**src/rtl/sr_drv_pkg.sv**
```systemverilog
// Shared types and default timing for the sr_latch_driver block.
// Holds the FSM state enum and a window-decode helper.
package sr_drv_pkg;

    localparam int DEF_CNT_W     = 8;
    localparam int DEF_SETUP_CYC = 2;
    localparam int DEF_PULSE_LEN = 1;
    localparam int DEF_HOLD_CYC  = 2;
    localparam int DEF_CHECK_LAT = 3;

    typedef enum logic [2:0] {
        S_IDLE,
        S_SETUP,
        S_PULSE,
        S_GAP,
        S_HOLD,
        S_CLEAR,
        S_DONE
    } sr_drv_state_t;

    // States in which the latch enable window is open.
    function automatic logic in_window(sr_drv_state_t s);
        return s inside {S_SETUP, S_PULSE, S_GAP, S_HOLD};
    endfunction

    // States that count as a sequence in progress.
    function automatic logic is_busy(sr_drv_state_t s);
        return !(s inside {S_IDLE, S_DONE});
    endfunction

endpackage

```
**src/rtl/sr_latch_driver_cycle_timer.sv**
```systemverilog
// Loadable down-counter shared by every timed state of the driver.
// Ports: clk, rst (sync, high), load, value (W), expired.
module cycle_timer #(
    parameter int W = 8
) (
    input  logic         clk,
    input  logic         rst,
    input  logic         load,
    input  logic [W-1:0] value,
    output logic         expired
);

    logic [W-1:0] cnt;

    // Loaded with duration-1, so expired marks the last cycle of the state.
    always_ff @(posedge clk) begin
        if (rst) begin
            cnt <= '0;
        end else if (load) begin
            cnt <= value;
        end else if (cnt != '0) begin
            cnt <= cnt - 1'b1;
        end
    end

    assign expired = (cnt == '0);

endmodule

```
**src/rtl/sr_latch_driver.sv**
```systemverilog
// Drives en windows and set pulses into a sticky latch, checks q.
// Ports: clk, rst, start, pulse_cnt, gap, q -> en, set, busy, done, err.
module sr_latch_driver
    import sr_drv_pkg::*;
#(
    parameter int CNT_W     = DEF_CNT_W,
    parameter int SETUP_CYC = DEF_SETUP_CYC,
    parameter int PULSE_LEN = DEF_PULSE_LEN,
    parameter int HOLD_CYC  = DEF_HOLD_CYC,
    parameter int CHECK_LAT = DEF_CHECK_LAT
) (
    input  logic             clk,
    input  logic             rst,
    input  logic             start,
    input  logic [CNT_W-1:0] pulse_cnt,
    input  logic [CNT_W-1:0] gap,
    input  logic             q,
    output logic             en,
    output logic             set,
    output logic             busy,
    output logic             done,
    output logic             err
);

    localparam logic [CNT_W-1:0] SETUP_LD = CNT_W'(SETUP_CYC - 1);
    localparam logic [CNT_W-1:0] PULSE_LD = CNT_W'(PULSE_LEN - 1);
    localparam logic [CNT_W-1:0] HOLD_LD  = CNT_W'(HOLD_CYC - 1);
    localparam logic [CNT_W-1:0] CLEAR_LD = CNT_W'(CHECK_LAT - 1);
    localparam logic [CNT_W-1:0] ONE      = CNT_W'(1);

    sr_drv_state_t    state, state_n;
    logic [CNT_W-1:0] rem, rem_n;
    logic [CNT_W-1:0] gap_r, gap_n;
    logic             nz_r, nz_n;
    logic             err_n;

    logic             tmr_load;
    logic [CNT_W-1:0] tmr_val;
    logic             tmr_exp;

    cycle_timer #(
        .W(CNT_W)
    ) u_timer (
        .clk    (clk),
        .rst    (rst),
        .load   (tmr_load),
        .value  (tmr_val),
        .expired(tmr_exp)
    );

    always_comb begin
        state_n  = state;
        rem_n    = rem;
        gap_n    = gap_r;
        nz_n     = nz_r;
        err_n    = err;
        tmr_load = 1'b0;
        tmr_val  = '0;
        unique case (state)
            S_IDLE: begin
                if (start) begin
                    rem_n    = pulse_cnt;
                    gap_n    = (gap == '0) ? ONE : gap;
                    nz_n     = (pulse_cnt != '0);
                    err_n    = 1'b0;
                    state_n  = S_SETUP;
                    tmr_load = 1'b1;
                    tmr_val  = SETUP_LD;
                end
            end
            S_SETUP: begin
                if (tmr_exp) begin
                    tmr_load = 1'b1;
                    if (nz_r) begin
                        state_n = S_PULSE;
                        tmr_val = PULSE_LD;
                    end else begin
                        state_n = S_HOLD;
                        tmr_val = HOLD_LD;
                    end
                end
            end
            S_PULSE: begin
                if (tmr_exp) begin
                    rem_n    = rem - ONE;
                    tmr_load = 1'b1;
                    if (rem != ONE) begin
                        state_n = S_GAP;
                        tmr_val = gap_r - ONE;
                    end else begin
                        state_n = S_HOLD;
                        tmr_val = HOLD_LD;
                    end
                end
            end
            S_GAP: begin
                if (tmr_exp) begin
                    state_n  = S_PULSE;
                    tmr_load = 1'b1;
                    tmr_val  = PULSE_LD;
                end
            end
            S_HOLD: begin
                if (tmr_exp) begin
                    // q must reflect whether any pulse was issued.
                    if (q != nz_r) begin
                        err_n = 1'b1;
                    end
                    state_n  = S_CLEAR;
                    tmr_load = 1'b1;
                    tmr_val  = CLEAR_LD;
                end
            end
            S_CLEAR: begin
                if (!q) begin
                    state_n = S_DONE;
                end else if (tmr_exp) begin
                    err_n   = 1'b1;
                    state_n = S_DONE;
                end
            end
            S_DONE: begin
                state_n = S_IDLE;
            end
            default: begin
                state_n = S_IDLE;
            end
        endcase
    end

    // Outputs are decoded from the next state so they align with it.
    always_ff @(posedge clk) begin
        if (rst) begin
            state <= S_IDLE;
            rem   <= '0;
            gap_r <= ONE;
            nz_r  <= 1'b0;
            err   <= 1'b0;
            en    <= 1'b0;
            set   <= 1'b0;
            busy  <= 1'b0;
            done  <= 1'b0;
        end else begin
            state <= state_n;
            rem   <= rem_n;
            gap_r <= gap_n;
            nz_r  <= nz_n;
            err   <= err_n;
            en    <= in_window(state_n);
            set   <= (state_n == S_PULSE);
            busy  <= is_busy(state_n);
            done  <= (state_n == S_DONE);
        end
    end

endmodule

```
**config.mk**
```make
export PLATFORM = sky130hd
export DESIGN_NAME = sr_latch_driver
export DESIGN_NICKNAME = d
export VERILOG_FILES = /design/src/rtl/sr_drv_pkg.sv /design/src/rtl/sr_latch_driver_cycle_timer.sv /design/src/rtl/sr_latch_driver.sv
export SDC_FILE = /design/constraint.sdc
export NUM_CORES = 1
export LEC_CHECK = 0
export CAP_MARGIN = 20
export CELL_PAD_IN_SITES_DETAIL_PLACEMENT = 1
export CELL_PAD_IN_SITES_GLOBAL_PLACEMENT = 2
export CORE_ASPECT_RATIO = 0.5
export CORE_MARGIN = 2
export CORE_UTILIZATION = 35
export CTS_CLUSTER_DIAMETER = 30
export DETAILED_ROUTE_END_ITERATION = 16
export PLACE_DENSITY_LB_ADDON = 0.1
export SYNTH_ARGS = -nofsm -noshare
export SYNTH_HDL_FRONTEND = slang
export SYNTH_SLANG_ARGS = --single-unit
```
**constraint.sdc**
```tcl
create_clock -name clk -period 3.6 [get_ports clk]
set_input_delay 1.08 -clock clk [delete_from_list [all_inputs] [get_ports clk]]
set_output_delay 1.08 -clock clk [all_outputs]
set_load 0.02 [all_outputs]
```
==> results of run 1 <==
-- sequential cells by signal (all words and copies together) (netlist names), 3 cells and up --
register     flops
u_timer.cnt      8
rem              8
gap_r            8
state            3
-- per-layer routing --
metal  up-vias  part of all wire  track usage  wire [um]
li1        942                 -            -          -
met1       919              0.50       0.2349       2802
met2        17              0.46       0.3287       2612
met3         5             0.027      0.04782        154
met4         0             0.011      0.05820         60
met5         -                 0            0          0
-- area by class of cell --
type	instances	area, um2	share of cell area
well taps	73	91.34	0.03751
clock buffers	5	125.1	0.05139
flip-flops and latches	33	660.6	0.2713
repair buffers	27	262.8	0.1079
inverters	7	26.28	0.01079
multi-input cells	199	1264	0.5190
clock inverters	1	5.005	0.002055
-- report_power, final --
group	switching, mW	internal [mW]
registers	0.166	0.481
logic	0.692	0.518
clock network	0.153	0.247
-- placed cells by master (no fill, tap or decap), types with 6 or more instances in the layout --
cell type	synthesis	routed
nand2_1	38	38
dfxtp_1	33	33
a21oi_1	25	25
clkdlybuf4s50_1	0	24
nor2_1	22	22
o21ai_0	11	11
nor3_1	10	10
nor4_1	10	10
inv_1	7	7
xnor2_1	7	7
a31oi_1	6	6
xor2_1	6	6
-- worst paths after layout --
check / start / end / slack, ns
min: gap_r[1] / gap_r[1] / 0.49
max reg2reg: state[1] / rem[2] / 1.02
max: start / rem[2] / 0.77
min reg2reg: gap_r[1] / gap_r[1] / 0.49
-- cell families after synthesis --
family / count (synthesis) / synth area share
simple gates: 112 / 0.3090
compound gates: 68 / 0.2278
flops: 33 / 0.3296
buf+inv: 20 / 0.03995
xor+xnor: 13 / 0.05680
fa+ha+maj: 5 / 0.03121
mux: 1 / 0.005618
-- per-stage QoR --
step	power, mW	cells
detailed placement	1.867	339
floorplan	1.548	252
global route	2.444	345
finish	2.258	345
CTS	2.271	345
global placement	1.830	339
-- worst max-delay path, stage by stage --
cell and delay (ns):
clkdlybuf4s50_1 0.49, or4b_2 0.75, o31ai_2 0.24, o21ai_0 0.21, a21oi_1 0.18, nor2_1 0.05
==> qor.yml, run 1 <==
status: "completed"
p_leak_nw: 0.8969
fmax_mhz: 353.3
grt_usage: 0.1884
insertion_delay_ns: 0.28
vias: 1883
ios: 25
ys.flop_type: "dfxtp_1"
setup_violations: 0
worstSetupPathType: "input port to register"
yosysSeqAreaShare: 0.3296
dp_hpwl_mm: 4.303
cts_buffer_depth: 2
wirelength_mm: 5.629
place_area_um2: 2305
finalNetCount: 298
cellPowerDensity_nw_per_um2: 927.2
critPathCaptureType: "register"
syn_area_um2: 2004
drtIter0Drc: 44
drive_gt1_frac: 0.08824
yosys.area.top_type: "dfxtp_1"
rr_worst_depth: 5
slew_violations: 0
cts_made_buffers: 5
synth_area_per_cell_um2: 7.954
die_y_um: 57.51
synth.top_cells.by_count: "nand2_1, dfxtp_1, a21oi_1"
hold_class: "register to register"
worstHoldPathCells: 2
wire_per_inst_um: 16.32
clk_pin_slew_ns: 0.05
overflow: 0
drv_cap: 0
cts_tree: "yes"
worstMarginPinSlew_ns: 0.8812
synth.area.top_cells: "dfxtp_1, nand2_1, a21oi_1"
htreeDepth: 2
yosysWarnings: 0
async_flop_share: 0
yosysMostFrequentCell: "nand2_1"
grt_pass1_vias: 1913
cp.required_ns: 3.77
fp.dieArea_um2: 6385
syn_inst: 252
place_ws_ns: 0.4547
grt_max_degree: 20
rsz0062_at_grt: "no"
cts_setup_buffers: 0
synth_top_area_frac: 0.3296
final_util: 0.4415
period_share: 0.7862
fill_cells: 682
initial_core_util: 0.3634
postCtsResizedCells: 0
arrival_ns: 3.00
holdWs_ns: 0.4876
core_area_um2: 5515
diodes: 0
chipWidth_um: 111.0
first_pass_iters: 4
ys_ff_latch: 33
clock-root-buffer: "clkbuf_16"
syn_nets: 277
cts_hold_buf: 0
start_kind: "input port"
drc_errors: 0
setup_slack_ns: 0.7695
port_buffers: 24
path_max_fanout: 10
relSlewSlack: 0.4098
grt_pass1_wl_mm: 9.370
place_congestion: 0.8113
hold_viol: 0
avgViaCountPerCell: 5.458
ant_nets: 0
tns_ns: 0
stdcell_area_um2: 2435
fin_crit_ns: 2.830
max-vdd-ir-drop_uv: 371.7
area_growth_syn_to_layout_pct: 21.47
skew_ns: 0.005680
antenna_found_initial: 0
clock_sinks: 33
synth-edff-count: 0
num_rows: 19
synth_cell_types: 49
Note: power is estimated with default switching activity, not from simulation.
==> run 2, diff against run 1 <==
- CORE_UTILIZATION: 35 -> 29
- clock period: 3.6 -> 2.4 ns (I/O delays scaled with it)
==> qor.yml, run 2 (synthesis gave the netlist of run 1 again) <==
status: "completed"
cp_num_cells: 6
critPathTopFamily: "simple AND/OR/NAND/NOR gates"
antenna_found_initial: 0
r2r_end: "en"
finalPower_mw: 3.671
setup_violations: 0
hold_viol: 0
final_common_cell: "nand2_1"
grt_max_degree: 17
fmax_mhz: 438.2
setup_slack_ns: 0.1178
fin_crit_ns: 2.282
min_from: "gap_r[1]"
vias: 1932
grt_usage: 0.1673
reg_top3: "gap_r x8, rem x8, u_timer.cnt x8"
hold_class: "register to register"
rr_worst_depth: 5
crit_buf_inv: 2
worstMarginPinSlew_ns: 0.5909
relSlewSlack: 0.6043
drtIter0Drc: 57
avgViaCountPerCell: 5.031
path_cells: "clkdlybuf4s50_1, or4b_2, o31ai_4, buf_4, nand3_1, a31oi_1"
wire_per_inst_um: 15.41
slew_violations: 0
whs_endpoint: "gap_r[1]"
clock-root-buffer: "clkbuf_16"
ant_nets: 0
core_area_um2: 6674
cts_buffer_depth: 2
period_share: 0.9509
drv_cap: 0
num_rows: 21
htreeDepth: 2
worstHoldPathCells: 2
cp.required_ns: 2.60
clk_pin_slew_ns: 0.05
initial_core_util: 0.3003
max_stage_delay_ns: 0.67
start_kind: "input port"
cts_made_buffers: 5
place_congestion: 0.7601
cts_hold_buf: 0
die_y_um: 62.79
chipWidth_um: 121.6
reg2reg_from: "u_timer.cnt[2]"
wirelength_mm: 5.918
port_buffers: 24
final_util: 0.3933
stdcell_area_um2: 2625
cts_setup_buffers: 0
cellPowerDensity_nw_per_um2: 1398
drive_gt1_frac: 0.1507
grt_pass1_vias: 2007
r2r_setup_slack_ns: 0.24
worstSetupPathType: "input port to register"
rsz0062_at_grt: "no"
first_pass_iters: 4
finalNetCount: 316
fp.dieArea_um2: 7633
max-vdd-ir-drop_uv: 362.5
cts_tree: "yes"
area_growth_syn_to_layout_pct: 30.96
path_max_fanout: 6
tns_ns: 0
skew_ns: 0.003221
p_leak_nw: 0.9873
clock_sinks: 33
diodes: 0
overflow: 0
place_area_um2: 2464
crit_path_top_delay_cell: "or4b_2"
arrival_ns: 2.48
critPathCaptureType: "register"
dp_hpwl_mm: 4.713
ios: 25
drc_errors: 0
postCtsResizedCells: 0
grt_pass1_wl_mm: 10.01
most-common-layout-cells: "nand2_1, dfxtp_1, a21oi_1, clkdlybuf4s50_1, nor2_1"
fill_cells: 814
place_ws_ns: -0.2147
insertion_delay_ns: 0.27
==> run 2: area by class of cell <==
type / instances / area (um2) / share of cell area
inverters: 7 / 26.28 / 0.01001
flip-flops and latches: 33 / 661.9 / 0.2521
repair buffers: 45 / 397.9 / 0.1516
clock buffers: 8 / 136.4 / 0.05195
multi-input cells: 199 / 1287 / 0.4905
well taps: 92 / 115.1 / 0.04385
==> run 2: layer usage <==
layer / global-route usage / share of wire / vias up
li1: - / - / 989
met1: 0.2266 / 0.51 / 918
met2: 0.2598 / 0.45 / 21
met3: 0.05201 / 0.035 / 4
met4: 0.04023 / 0.0042 / 0
met5: 0 / 0 / -
==> run 2: power by group <==
| group | leakage [nW] | total (mW) | switching [mW] | internal, mW |
|---|---|---|---|---|
| clock network | 0.0652 | 0.612 | 0.226 | 0.386 |
| logic | 0.650 | 2.14 | 1.16 | 0.976 |
| registers | 0.272 | 0.922 | 0.198 | 0.723 |
==> run 2: through the flow <==
| stage | instances | hold WS, ns |
|---|---|---|
| 3_5_place_dp | 376 | 0.4747 |
| 2_1_floorplan | 252 | 0.4488 |
| 4_1_cts | 384 | 0.4815 |
| 6_report | 384 | 0.4725 |
| 3_3_place_gp | 376 | 0.4629 |
| 5_1_grt | 384 | 0.5147 |
==> run 2: worst register-to-register path, cell delays in order (launching register included) <==
cell and delay [ns]:
dfxtp_1 0.38, or4_4 0.64, a2111oi_4 0.31, a21oi_2 0.10, nor4b_2 0.27, mux2_1 0.35
==> run 2: how the worst max path moves through the flow <==
stage | from | to | slack (ns)
2_1_floorplan | start | rem[2] | 0.30
3_3_place_gp | start | rem[0] | -0.14
3_5_place_dp | start | rem[0] | -0.21
4_1_cts | start | rem[0] | 0.08
5_1_grt | start | rem[2] | 0.02
6_report | start | rem[0] | 0.12
==> run 3, diff against run 2 <==
- CELL_PAD_IN_SITES_DETAIL_PLACEMENT: 1 -> 0
- CELL_PAD_IN_SITES_GLOBAL_PLACEMENT: 2 -> 1
- CORE_UTILIZATION: 29 -> 37
==> qor.yml, run 3 (synthesis gave the netlist of run 1 again) <==
port_buffers: 24
crit_path_top_delay_cell: "or3b_2"
hold_class: "register to register"
path_cells: "inv_1, ha_1, or3b_2, a2111oi_4, a21oi_2, nor4b_2, mux2_1"
core_area_um2: 5067
setup_violations: 0
critPathCaptureType: "register"
placedCellCount: 352
chipWidth_um: 108.1
cellPowerDensity_nw_per_um2: 1332
path_max_fanout: 6
avgViaCountPerCell: 5.331
reg_top3: "gap_r x8, rem x8, u_timer.cnt x8"
p_leak_nw: 0.9554
switchingPower_mw: 1.478
final_common_cell: "nand2_1"
ios: 25
slew_violations: 0
max_stage_delay_ns: 0.54
fp.dieArea_um2: 6058
fin_crit_ns: 2.258
area_growth_syn_to_layout_pct: 24.91
num_rows: 18
grt_max_degree: 21
grt_usage: 0.1806
worstMarginPinSlew_ns: 0.8370
clk_pin_slew_ns: 0.07
max-vdd-ir-drop_uv: 538.1
stdcell_area_um2: 2504
wire_per_inst_um: 14.00
diodes: 0
cts_buffer_depth: 2
wirelength_mm: 5.041
relSlewSlack: 0.4394
grt_pass1_wl_mm: 8.631
skew_ns: 0.004622
die_y_um: 56.05
ant_nets: 0
cp.required_ns: 2.56
arrival_ns: 2.42
drc_errors: 0
drive_gt1_frac: 0.1414
antenna_found_initial: 0
sw_frac_of_total: 0.4430
initial_core_util: 0.3956
cts_setup_buffers: 0
cts_tree: "yes"
finalNetCount: 314
setup_slack_ns: 0.1420
place_ws_ns: -0.1363
pwr-share-seq: 0.280
drv_cap: 0
status: "completed"
first_pass_iters: 4
grt_pass1_vias: 1780
combPwrFrac: 0.599
postCtsResizedCells: 0
vias: 1919
hold_viol: 0
insertion_delay_ns: 0.28
layout.cells.non_filler: 360
period_share: 0.9408
worstSetupPathType: "register to register"
rsz0062_at_grt: "no"
power.internal_mw: 1.858
fmax_mhz: 442.9
clock_sinks: 33
place_congestion: 0.8599
overflow: 0
most-common-layout-cells: "nand2_1, dfxtp_1, a21oi_1, clkdlybuf4s50_1, nor2_1"
cts_hold_buf: 0
power_frac_clock: 0.121
place_area_um2: 2421
drtIter0Drc: 119
htreeDepth: 2
dp_hpwl_mm: 3.878
clock-root-buffer: "clkbuf_8"
start_kind: "register"
cts_made_buffers: 5
## run 3: cell types whose count changed in the layout (fill, tap and decap cells not counted), moves of 2 or more
cell,delta
clkinv_2,+2
clkbuf_1,-2
clkbuf_8,+5
buf_4,-2
clkbuf_16,-5
## run 3: worst max-delay path: cells and delay by family, from the launching register on
kind | cells | cell delay [ns]
simple gates | 2 | 0.81
fa+ha+maj | 1 | 0.16
compound gates | 2 | 0.33
buf+inv | 1 | 0.12
flops | 1 | 0.37
mux | 1 | 0.35
## run 3: worst paths after layout
| kind | startpoint | endpoint | slack, ns | cells past startpoint |
|---|---|---|---|---|
| worst max-delay path | u_timer.cnt[0] | en | 0.14 | 7 |
| worst min-delay path | gap_r[1] | gap_r[1] | 0.48 | 2 |
| worst min register to register | gap_r[1] | gap_r[1] | 0.48 | 2 |
| worst max register to register | u_timer.cnt[0] | en | 0.14 | 7 |
## run 3: routing by layer
metal	track usage	up-vias	part of all wire
li1	-	986	-
met1	0.2579	904	0.52
met2	0.2758	24	0.44
met3	0.04567	5	0.030
met4	0.03297	0	0.0065
met5	0	-	0
## run 3: layout make-up
type	count	area, um2
flip-flops and latches	33	660.6
inverters	7	26.28
fillers	508	2564
clock buffers	6	72.57
clock inverters	2	10.01
repair buffers	43	382.9
well taps	70	87.58
multi-input cells	199	1264
## run 3: per-stage QoR
stage / util / power (mW) / hold slack [ns] / setup TNS, ns
floorplan: - / 2.322 / 0.4488 / 0
global placement: 0.4778 / 2.919 / 0.4609 / -0.4072
detailed placement: 0.4778 / 2.942 / 0.4645 / -0.5694
CTS: 0.4941 / 3.352 / 0.4735 / 0
global route: 0.4941 / 3.634 / 0.4931 / 0
finish: 0.4941 / 3.336 / 0.4784 / 0
## run 3: power by group through the flow
stage,Combinational (mW),Sequential (mW),Clock (mW)
after floorplan,1.41,0.907,0
after global placement,1.98,0.938,0
final,2.00,0.935,0.402
after global routing,2.22,0.964,0.446
after CTS,2.01,0.931,0.412
after detailed placement,2.00,0.943,0
